<file path="config.mk">
export PLATFORM = sky130hd
export DESIGN_NAME = traffic_light_controller_flat
export DESIGN_NICKNAME = d
export VERILOG_FILES = /design/src/rtl/traffic_light_controller_if.sv /design/src/rtl/traffic_light_controller.sv /design/src/flat_wrapper.sv
export SDC_FILE = /design/constraint.sdc
export NUM_CORES = 1
export LEC_CHECK = 0
export ABC_AREA = 1
export BUFFER_PORTS_ARGS = -buffer_cell sky130_fd_sc_hd__buf_4
export CAP_MARGIN = 20
export CORE_MARGIN = 3
export CORE_UTILIZATION = 54
export CTS_BUF_LIST = sky130_fd_sc_hd__clkbuf_2
export CTS_CLUSTER_DIAMETER = 150
export DETAILED_ROUTE_END_ITERATION = 8
export PLACE_DENSITY = 0.83
export SYNTH_ARGS = -nofsm -noshare
export SYNTH_HDL_FRONTEND = slang
export SYNTH_SLANG_ARGS = --single-unit
</file>
<file path="constraint.sdc">
create_clock -name clk -period 2.1 [get_ports clk]
set_input_delay 0.21 -clock clk [delete_from_list [all_inputs] [get_ports clk]]
set_output_delay 0.21 -clock clk [all_outputs]
set_load 0.02 [all_outputs]
</file>
<file path="src/rtl/traffic_light_controller_if.sv">
// Signal bundle between the traffic light controller and its environment.
// The master drives the timing strobe and requests; the slave returns the lamps and status.
interface traffic_light_controller_if #(
  parameter int TIMER_W = 5
);
  logic               tick;
  logic               ew_car;
  logic               ped_req;
  logic [2:0]         ns_light;
  logic [2:0]         ew_light;
  logic               ped_walk;
  logic [2:0]         phase;
  logic [TIMER_W-1:0] remaining;

  modport master (
    output tick, ew_car, ped_req,
    input  ns_light, ew_light, ped_walk, phase, remaining
  );

  modport slave (
    input  tick, ew_car, ped_req,
    output ns_light, ew_light, ped_walk, phase, remaining
  );
endinterface

</file>
<file path="src/rtl/traffic_light_controller.sv">
// Tick-driven Moore controller for one NS/EW intersection with a down-counting
// phase timer, an EW car sensor and a latched pedestrian request.
module traffic_light_controller #(
  parameter int TIMER_W  = 5,
  parameter int GREEN_T  = 20,
  parameter int YELLOW_T = 4,
  parameter int ALLRED_T = 2
) (
  input  logic                     clk,
  input  logic                     rst,
  traffic_light_controller_if.slave tl
);

  typedef enum logic [2:0] {
    NS_G  = 3'd0,
    NS_Y  = 3'd1,
    RED_A = 3'd2,
    EW_G  = 3'd3,
    EW_Y  = 3'd4,
    RED_B = 3'd5
  } state_t;

  localparam logic [TIMER_W-1:0] GREEN_RL  = TIMER_W'(GREEN_T - 1);
  localparam logic [TIMER_W-1:0] YELLOW_RL = TIMER_W'(YELLOW_T - 1);
  localparam logic [TIMER_W-1:0] ALLRED_RL = TIMER_W'(ALLRED_T - 1);

  localparam logic [2:0] LAMP_RED    = 3'b100;
  localparam logic [2:0] LAMP_YELLOW = 3'b010;
  localparam logic [2:0] LAMP_GREEN  = 3'b001;

  state_t             state_reg, state_next;
  logic [TIMER_W-1:0] remaining_reg, remaining_next;
  logic               ped_pend_reg, ped_pend_next;
  logic [2:0]         ns_reg, ns_next;
  logic [2:0]         ew_reg, ew_next;
  logic               walk_reg, walk_next;

  always_ff @(posedge clk or posedge rst) begin
    if (rst) begin
      state_reg     <= RED_B;
      remaining_reg <= ALLRED_RL;
      ped_pend_reg  <= 1'b0;
      ns_reg        <= LAMP_RED;
      ew_reg        <= LAMP_RED;
      walk_reg      <= 1'b0;
    end else begin
      state_reg     <= state_next;
      remaining_reg <= remaining_next;
      ped_pend_reg  <= ped_pend_next;
      ns_reg        <= ns_next;
      ew_reg        <= ew_next;
      walk_reg      <= walk_next;
    end
  end

  always_comb begin
    state_next     = state_reg;
    remaining_next = remaining_reg;
    ped_pend_next  = ped_pend_reg | tl.ped_req;

    // Codes 6-7 recover to the all-red clearance without waiting for a tick
    if (state_reg > RED_B) begin
      state_next     = RED_B;
      remaining_next = ALLRED_RL;
    end else if (tl.tick) begin
      if (remaining_reg != '0) begin
        remaining_next = remaining_reg - 1'b1;
      end else begin
        case (state_reg)
          NS_G:    state_next = (tl.ew_car || ped_pend_reg) ? NS_Y : NS_G;
          NS_Y:    state_next = RED_A;
          RED_A:   state_next = EW_G;
          EW_G:    state_next = EW_Y;
          EW_Y:    state_next = RED_B;
          default: state_next = NS_G;
        endcase
        case (state_next)
          NS_G, EW_G: remaining_next = GREEN_RL;
          NS_Y, EW_Y: remaining_next = YELLOW_RL;
          default:    remaining_next = ALLRED_RL;
        endcase
      end
    end

    // The request is served by this EW green; a press on the same edge still counts
    if (state_next == EW_G && state_reg != EW_G) begin
      ped_pend_next = tl.ped_req;
    end

    ns_next   = LAMP_RED;
    ew_next   = LAMP_RED;
    walk_next = 1'b0;
    case (state_next)
      NS_G: ns_next = LAMP_GREEN;
      NS_Y: ns_next = LAMP_YELLOW;
      EW_G: begin
        ew_next   = LAMP_GREEN;
        walk_next = 1'b1;
      end
      EW_Y: ew_next = LAMP_YELLOW;
      default: begin
        ns_next = LAMP_RED;
        ew_next = LAMP_RED;
      end
    endcase
  end

  assign tl.ns_light  = ns_reg;
  assign tl.ew_light  = ew_reg;
  assign tl.ped_walk  = walk_reg;
  assign tl.phase     = state_reg;
  assign tl.remaining = remaining_reg;

endmodule

</file>
<file path="src/flat_wrapper.sv">
// flat-port wrapper written by rule: the top's interface ports become plain ports
module traffic_light_controller_flat 
#(
  parameter int TIMER_W  = 5,
  parameter int GREEN_T  = 20,
  parameter int YELLOW_T = 4,
  parameter int ALLRED_T = 2
)
  (clk, rst, tl_tick, tl_ew_car, tl_ped_req, tl_ns_light, tl_ew_light, tl_ped_walk, tl_phase, tl_remaining);
  traffic_light_controller_if #(.TIMER_W(TIMER_W)) tl_i ();
  input  logic clk;
  input  logic rst;
  input wire logic [$bits(tl_i.tick)-1:0] tl_tick;
  input wire logic [$bits(tl_i.ew_car)-1:0] tl_ew_car;
  input wire logic [$bits(tl_i.ped_req)-1:0] tl_ped_req;
  output wire logic [$bits(tl_i.ns_light)-1:0] tl_ns_light;
  output wire logic [$bits(tl_i.ew_light)-1:0] tl_ew_light;
  output wire logic [$bits(tl_i.ped_walk)-1:0] tl_ped_walk;
  output wire logic [$bits(tl_i.phase)-1:0] tl_phase;
  output wire logic [$bits(tl_i.remaining)-1:0] tl_remaining;
  assign tl_i.tick = tl_tick;
  assign tl_i.ew_car = tl_ew_car;
  assign tl_i.ped_req = tl_ped_req;
  assign tl_ns_light = tl_i.ns_light;
  assign tl_ew_light = tl_i.ew_light;
  assign tl_ped_walk = tl_i.ped_walk;
  assign tl_phase = tl_i.phase;
  assign tl_remaining = tl_i.remaining;
  traffic_light_controller #(.TIMER_W(TIMER_W), .GREEN_T(GREEN_T), .YELLOW_T(YELLOW_T), .ALLRED_T(ALLRED_T)) u_core (.clk(clk), .rst(rst), .tl(tl_i));
endmodule
</file>
==> results.toml, run 1 <==
[synthesis]
synthCells = 99
synth_nets = 106
ys_top_cells_by_area = "dfrtp_1 (32%), dfstp_2 (15%), nand2_1 (9.2%)"
synth_top_cell_area_share_pct = 32.07
syn_avg_cell_area_um2 = 8.670
yosys_warnings = 0
netlist_area_um2 = 858.3
ys_seq_elements = 16
synth-seq-area-share_pct = 47.38
ys_types = 23
yosys.area.top_type = "dfrtp_1"

[timing]
drv_slew = 0
whs_ps = 109.2
rsz0062_at_grt = "no"
setup-tns-final_ps = 0
slew_headroom_pct = 62.77
timing.final.crit_period_ps = 1650
worst_pin_slew_ps = 557.8
setup_viol = 0
fin_crit_sh_pct = 78.58
max_freq_mhz = 606.0
hold_violations = 0
finClkSkew_ps = 2.134

[grt]
grt_first_pass_wirelength_um = 2566
gr-total-overflow = 0
grt_usage_pct = 17.77
antenna_found_initial = 0
grt_pass1_vias = 618
grt_start_max_net_pins = 17

[floorplanning]
die_w_um = 45.87
core_area_um2 = 1399
dieArea_um2 = 2104
start_util_pct = 61.36
die_y_um = 45.87
rows = 13
ios = 20

[final_layout]
area_growth_pct = 22.16
utilization_pct = 74.96
drive_above_1_share_pct = 36.59
seq_area_um2 = 406.6
diodes = 0
multi_input_area_um2 = 360.3
largest_register_ff_count = 5
finalNetCount = 131
fillers = 97

[status]
status = "completed"

[detailed_routing]
drtIter0Drc = 11
via_count = 674
first_pass_iters = 4
drt_wl_total_um = 1602
drc = 0
antenna_left = 0
viasPerCell = 4.884
post_drt_wl_per_cell_um = 11.61

[clock_tree]
cts.path.max_buffers = 2
post-cts-setup-buffers = 0
cts_resized = 0
cts_tree = "built"
cts_max_level = 1
numCtsBuffers = 3
clk_latency_ps = 270
cts.clk_slew.worst_paths_ps = 130
cts_hold_buf = 1
clock_sinks = 16
cts_root_buf = "clkbuf_2"

[place]
numPortBuffers = 19
hpwl_um = 1276
place.gp.congestion = 0.8433

[worst_setup_path]
r2r_slack_ps = 450
cp.arrival_ps = 1840
path_cells = "inv_1 -> ha_1 -> inv_1 -> nor2_4 -> nand3_4 -> clkinv_2 -> nand2_1 -> nand2_1 -> o21ai_2 -> inv_2 -> nand2_4 -> nor2_2"
cpPeakStageDelay_ps = 570
start_kind = "flop"
slowest_stage = "dfstp_2"
setup.worst_path.class = "reg2reg"
crit_path_end_kind = "flop"
worstPathMaxFanout = 6
cp.required_ps = 2290

[run]
max_cap_violations = 0

[power]
powerDensity_nw_per_um2 = 1594
leakage_nw = 0.5930
vdd_ir_drop_max_mv = 0.9542

[worst_hold_path]
hp-class = "in2reg"
==> final timing paths <==
| check | from | to | cells after the start |
|---|---|---|---|
| worst max register to register | u_core.tl.remaining[0] | u_core.tl.ns_light[0] | 12 |
| worst min register to register | u_core.ped_pend_reg | u_core.ped_pend_reg | 2 |
| worst max-delay path | u_core.tl.remaining[0] | u_core.tl.ns_light[0] | 12 |
| max in group asynchronous | rst | u_core.tl.remaining[0] | 3 |
| min in group asynchronous | rst | u_core.tl.phase[1] | 3 |
| worst min-delay path | tl_ped_req | u_core.ped_pend_reg | 3 |
==> synthesized netlist by cell type (all sizes together) <==
master   n
nand2   25
inv     23
dfrtp   11
nor2    10
nand3    9
dfstp    5
o21ai    5
a21oi    2
ha       2
nand4    2
xor2     2
a31oi    1
clkinv   1
nor3     1
==> area by class of cell <==
class / count / share of cell area (%)
multi-input cells: 59 / 34.37
flip-flops and latches: 16 / 38.78
well taps: 15 / 1.790
repair buffers: 20 / 14.56
clock buffers: 3 / 1.432
inverters: 24 / 8.711
clock inverters: 1 / 0.3580
==> logic make-up after synthesis <==
group                    Yosys count  synth area share [%]
AO/OA/AOI/OAI                      8                 6.560
XOR/XNOR                           2                 2.041
adder cells (fa/ha/maj)            2                 2.915
buffers and inverters             24                 10.64
flip-flops                        16                 47.38
AND/OR/NAND/NOR                   47                 30.47
==> worst max-delay path, delay by kind of cell (launching register included) <==
kind	cells	cell delay, ps
buf+inv	4	310
flops	1	570
simple gates	6	400
fa+ha+maj	1	190
compound gates	1	90
==> stage by stage <==
stage	setup WS, ps	power (W)	instances	instance area, µm²
floorplan	484.2	0.001242	99	858.3
global placement	531.0	0.001522	133	1020
detailed placement	484.3	0.001554	133	1020
CTS	445.9	0.001690	138	1049
global route	353.4	0.001809	138	1049
finish	449.9	0.001671	138	1049
==> layer usage <==
metal / routed length (µm) / vias up / part of all wire (%) / GRT usage [%]
met4: 59 / 0 / 3.7 / 14.77
met5: 0 / - / 0 / 0
met1: 734 / 304 / 46 / 22.65
li1: - / 347 / - / -
met3: 33 / 6 / 2.1 / 1.581
met2: 774 / 17 / 48 / 26.92
==> power breakdown <==
group          switching (W)  internal, W  total, W  leakage [nW]
Combinational       0.000595     0.000363  0.000958         0.390
Clock              0.0000860    0.0000414  0.000127        0.0140
Sequential          0.000114     0.000472  0.000586         0.189
==> cells in the final DEF (no fill, tap or decap), drive strengths merged <==
master       synthesis  layout
o21ai                5       5
dlygate4sd3          0       1
clkbuf               0       3
a21oi                2       2
nand4                2       2
a31oi                1       1
buf                  0      19
dfrtp               11      11
ha                   2       2
nand3                9       9
xor2                 2       2
nor3                 1       1
nand2               25      25
clkinv               1       2
inv                 23      23
nor2                10      10
dfstp                5       5
Power figures use the tool's default switching activity.
==> inputs of run 2 (changes only) <==
Clock period 2.1 ns to 1.65 ns, I/O delays scaled along.
==> run 2 against run 1 <==
The run now ends with setup timing left. Critical endpoint is now u_core.ped_pend_reg. Global-route usage is 1.2 points higher. Via count is 7.9% higher. Clock power is 27% higher. Cell count is 3.6% higher. Fmax is 0.71% lower.
==> results.toml, run 2 (synthesized netlist as in run 1, its figures left out) <==
[final_layout]
seq_area_um2 = 406.6
diodes = 0
fillers = 88
drive_above_1_share_pct = 43.75
finalNonFillerCells = 143
largest_register_ff_count = 5
layout_commonest_cell = "buf_4"
area_growth_pct = 32.07
final_cell_mix = "buf_4 (23), nand2_1 (20), inv_1 (17), dfrtp_1 (11)"
multi_input_area_um2 = 395.4
design_area_um2 = 1134
finalNetCount = 136

[clock_tree]
cts.clk_slew.worst_paths_ps = 140
cts_max_level = 1
cts_root_buf = "clkbuf_2"
clk_latency_ps = 260
cts_tree = "built"
cts.path.max_buffers = 2
clock_sinks = 16
numCtsBuffers = 3

[floorplanning]
ios = 20
core_area_um2 = 1399
die_w_um = 45.87
die_y_um = 45.87
rows = 13
dieArea_um2 = 2104
start_util_pct = 61.36

[timing]
fin_ws_ps = -12.01
timing.final.crit_period_ps = 1662
setup_viol = 1
finClkSkew_ps = 1.687
drv_slew = 0
fin_crit_sh_pct = 100.7
whs_ps = 77.56
max_freq_mhz = 601.7
worst_pin_slew_ps = 560.6
hold_violations = 0
slew_headroom_pct = 62.59
rsz0062_at_grt = "yes"

[grt]
grt_usage_pct = 18.93
grt_pass1_vias = 704
gr-total-overflow = 0
grt_start_max_net_pins = 17
grt_first_pass_wirelength_um = 2904
antenna_found_initial = 0

[detailed_routing]
antenna_left = 0
drtIter0Drc = 17
via_count = 727
first_pass_iters = 4
viasPerCell = 5.084
post_drt_wl_per_cell_um = 13.98
drt_wl_total_um = 1999
drc = 0

[place]
hpwl_um = 1355
placed_area_um2 = 1020
dpl.cell_count = 133
numPortBuffers = 19
place.gp.congestion = 0.8665

[run]
max_cap_violations = 0

[power]
vdd_ir_drop_max_mv = 1.594
powerDensity_nw_per_um2 = 2054
leakage_nw = 0.6231

[status]
status = "complete, but fails checks"
violations = "setup timing"

[worst_setup_path]
r2r-start = "u_core.tl.remaining[1]"
r2r_slack_ps = -10
cp.arrival_ps = 1840
worstPathMaxFanout = 4
crit_path_end_kind = "flop"
start_kind = "flop"
setup.worst_path.class = "reg2reg"
cp.required_ps = 1820
reg2reg_depth = 12
rr_endpoint = "u_core.ped_pend_reg"

[worst_hold_path]
hp-class = "in2reg"
worstHoldEndpoint = "u_core.ped_pend_reg"
min_path_cells = 3
worst_hold_startpoint = "tl_ped_req"
[run 2: worst max-delay path by stage]
| stage | start | endpoint | slack [ps] | cells after the start |
|---|---|---|---|---|
| 6_report | u_core.tl.remaining[1] | u_core.ped_pend_reg | -10 | 12 |
| 3_3_place_gp | u_core.tl.remaining[0] | u_core.tl.ns_light[1] | 90 | 12 |
| 3_5_place_dp | u_core.tl.remaining[0] | u_core.tl.ns_light[0] | 10 | 12 |
| 5_1_grt | u_core.tl.remaining[1] | u_core.ped_pend_reg | -80 | 12 |
| 4_1_cts | u_core.tl.remaining[0] | u_core.tl.ns_light[0] | 30 | 12 |
| 2_1_floorplan | u_core.tl.remaining[0] | u_core.tl.ns_light[0] | 30 | 12 |
[run 2: worst max-delay path, stage by stage (launching register included)]
cell     delay [ps]
dfrtp_1         420
inv_2           100
ha_4            130
inv_2            30
nor2_4          130
nand3_4         120
buf_12          150
nand2_4          50
nand2_4          50
nor2_4          190
nand3_2          80
nand2_1          70
nand2_1          50
[run 2: timing repair]
| item | in CTS | in global routing |
|---|---|---|
| resized for setup | 0 | 10 |
| hold buffers | 1 | 0 |
| pin swaps | 0 | 8 |
| setup endpoints to repair | 1 | 8 |
| endpoints found under the hold margin | 11 | 0 |
| buffers inserted | 1 | 4 |
[run 2: area by class of cell]
| type | instances | area share (%) |
|---|---|---|
| timing repair buffer | 25 | 17.88 |
| clock buffer | 3 | 1.325 |
| tap | 15 | 1.656 |
| clock inverter | 1 | 0.3311 |
| inverter | 24 | 8.057 |
| sequential | 16 | 35.87 |
| multi-input combinational | 59 | 34.88 |
[run 2: layer usage]
layer | vias to the layer above | track usage, % | wire, µm | part of all wire (%)
met1 | 357 | 25.00 | 862 | 43
met5 | - | 0 | 0 | 0
met3 | 0 | 2.372 | 49 | 2.5
met4 | 0 | 6.250 | 0 | 0
li1 | 358 | - | - | -
met2 | 12 | 31.87 | 1087 | 54
[run 2: stage by stage]
step | TNS [ps] | worst slack, ps | power [W] | utilization [%]
finish | -12.01 | -12.01 | 0.002329 | 81.04
detailed placement | 0 | 14.97 | 0.001992 | 72.90
floorplan | 0 | 34.16 | 0.001580 | -
global route | -231.3 | -76.82 | 0.002499 | 81.04
global placement | 0 | 92.76 | 0.001945 | 72.90
CTS | 0 | 29.06 | 0.002172 | 75.49
[run 2: where the power goes]
| part | switching, W | total (W) | internal (W) |
|---|---|---|---|
| Combinational | 0.000856 | 0.00141 | 0.000554 |
| Sequential | 0.000156 | 0.000758 | 0.000602 |
| Clock | 0.000108 | 0.000161 | 0.0000527 |
| Total | 0.00112 | 0.00233 | 0.00121 |
==> inputs of run 3 (changes only) <==
Settings changed: CORE_UTILIZATION 54 to 23, PLACE_DENSITY 0.83 to 0.44.
==> run 3 against run 2 <==
The flow now finishes without violations. Total power shrank 2.9%. Via count decreased by 2.3%. First-iteration DRC count up 47%. Critical endpoint is now u_core.tl.ns_light[0]. Largest power group unchanged.
==> results.toml, run 3 (synthesized netlist as in run 1, its figures left out) <==
[status]
status = "completed"

[detailed_routing]
viasPerCell = 4.104
via_count = 710
post_drt_wl_per_cell_um = 10.64
wl_met2_um = 859
drtIter0Drc = 25
drc = 0
wl_met3_um = 148
drt_wl_total_um = 1841
first_pass_iters = 4
antenna_left = 0
routed.top_layer = "met4"
m1WireLength_um = 823

[grt]
grt_usage_pct = 9.378
grt_pass1_vias = 753
grt_first_pass_wirelength_um = 3236
antenna_found_initial = 0
gr-total-overflow = 0
grt_start_max_net_pins = 17

[worst_setup_path]
cp.arrival_ps = 1740
start_kind = "flop"
slowest_stage = "dfrtp_1"
reg2reg_depth = 10
r2r_slack_ps = 110
cp.required_ps = 1860
r2r-start = "u_core.tl.remaining[1]"
path_cells = "inv_2 -> ha_4 -> inv_2 -> nor2_4 -> nand3_4 -> buf_4 -> o21ai_2 -> inv_2 -> nand2_4 -> nor2_2"
crit_path_end_kind = "flop"
setup.worst_path.class = "reg2reg"
crit_family = "flip-flops"
cpMostUsedCell = "inv_2"
worstPathMaxFanout = 6
cpPeakStageDelay_ps = 420
rr_endpoint = "u_core.tl.ns_light[0]"
cp_num_buf_inv = 4

[final_layout]
utilization_pct = 32.90
multi_input_area_um2 = 380.4
largest_register_ff_count = 5
area_growth_pct = 32.94
fillers = 390
layout_commonest_cell = "buf_4"
final_cell_mix = "buf_4 (23), nand2_1 (20), inv_1 (17), dfrtp_1 (11), nand3_1 (6)"
finalNetCount = 135
finalNonFillerCells = 173
drive_above_1_share_pct = 43.31
seq_area_um2 = 406.6
diodes = 0

[timing]
slew_headroom_pct = 59.27
setup_viol = 0
drv_slew = 0
worst_pin_slew_ps = 610.3
finClkSkew_ps = 8.464
whs_ps = 41.03
timing.final.crit_period_ps = 1536
max_freq_mhz = 651.0
hold_violations = 0
fin_crit_sh_pct = 93.10

[power]
leakage_nw = 0.6098
finalPower_w = 0.002261
powerDensity_nw_per_um2 = 1982
vdd_ir_drop_max_mv = 1.043

[clock_tree]
cts_root_buf = "clkbuf_2"
clk_latency_ps = 290
cts.clk_slew.worst_paths_ps = 160
cts_max_level = 1
cts.path.max_buffers = 2
cts_tree = "built"
clock_sinks = 16
numCtsBuffers = 3

[place]
place.gp.congestion = 0.8210
hpwl_um = 1400
numPortBuffers = 19
dpl.cell_count = 166

[floorplanning]
ios = 20
rows = 21
start_util_pct = 24.75
die_w_um = 67.09
core_area_um2 = 3468
die_y_um = 67.09
dieArea_um2 = 4501

[worst_hold_path]
hp-class = "in2reg"
worstHoldEndpoint = "u_core.ped_pend_reg"
worst_hold_startpoint = "tl_ped_req"
min_path_cells = 3

[run]
max_cap_violations = 0
==> run 3: changes by cell type in the layout (fill, tap and decap cells not counted), sizes merged <==
| cell | delta |
|---|---|
| buf | -1 |
| clkinv | -1 |
| inv | +1 |
==> run 3: worst min-delay path: stages <==
cell     delay, ps
buf_4           80
inv_1           30
nand2_1         50
==> run 3: worst max path at each step <==
stage                     slack, ps                    from  cells after the start                     to
after floorplan                  30  u_core.tl.remaining[0]                     12  u_core.tl.ns_light[0]
after global placement           60  u_core.tl.remaining[0]                     12  u_core.tl.ns_light[0]
after detailed placement         40  u_core.tl.remaining[0]                     12  u_core.tl.ns_light[0]
after CTS                        50  u_core.tl.remaining[0]                     12  u_core.tl.ns_light[0]
after global routing            -20  u_core.tl.remaining[1]                     11    u_core.ped_pend_reg
final                           110  u_core.tl.remaining[1]                     10  u_core.tl.ns_light[0]
==> run 3: metrics by stage <==
step	area [µm²]	TNS [ps]	setup slack, ps
finish	1141	0	113.8
global route	1141	-21.24	-21.24
CTS	1102	0	45.38
detailed placement	1074	0	37.76
global placement	1074	0	63.38
floorplan	858.3	0	34.16
==> run 3: cell type report <==
cell class,count,area share (%)
Multi-Input combinational cell,59,33.33
Timing Repair Buffer,24,16.01
Clock buffer,3,1.316
Clock inverter,1,0.3289
Tap cell,46,5.044
Inverter,24,8.333
Sequential cell,16,35.64
==> run 3: power breakdown <==
group          switching (W)  leakage (nW)  internal [W]
Sequential          0.000152         0.189      0.000602
Clock               0.000126        0.0140     0.0000527
Combinational       0.000786         0.407      0.000542
==> run 3: per-layer routing <==
layer,track usage [%],vias up
li1,-,357
met1,10.91,333
met2,15.83,18
met3,4.047,2
met4,2.025,0
met5,0,-
==> run 3: timing repair <==
item	4_1_cts	5_1_grt
endpoints found under the setup margin	0	8
hold buffers	1	0
endpoints found under the hold margin	11	0
gates resized for setup	0	9
buffers inserted	0	2
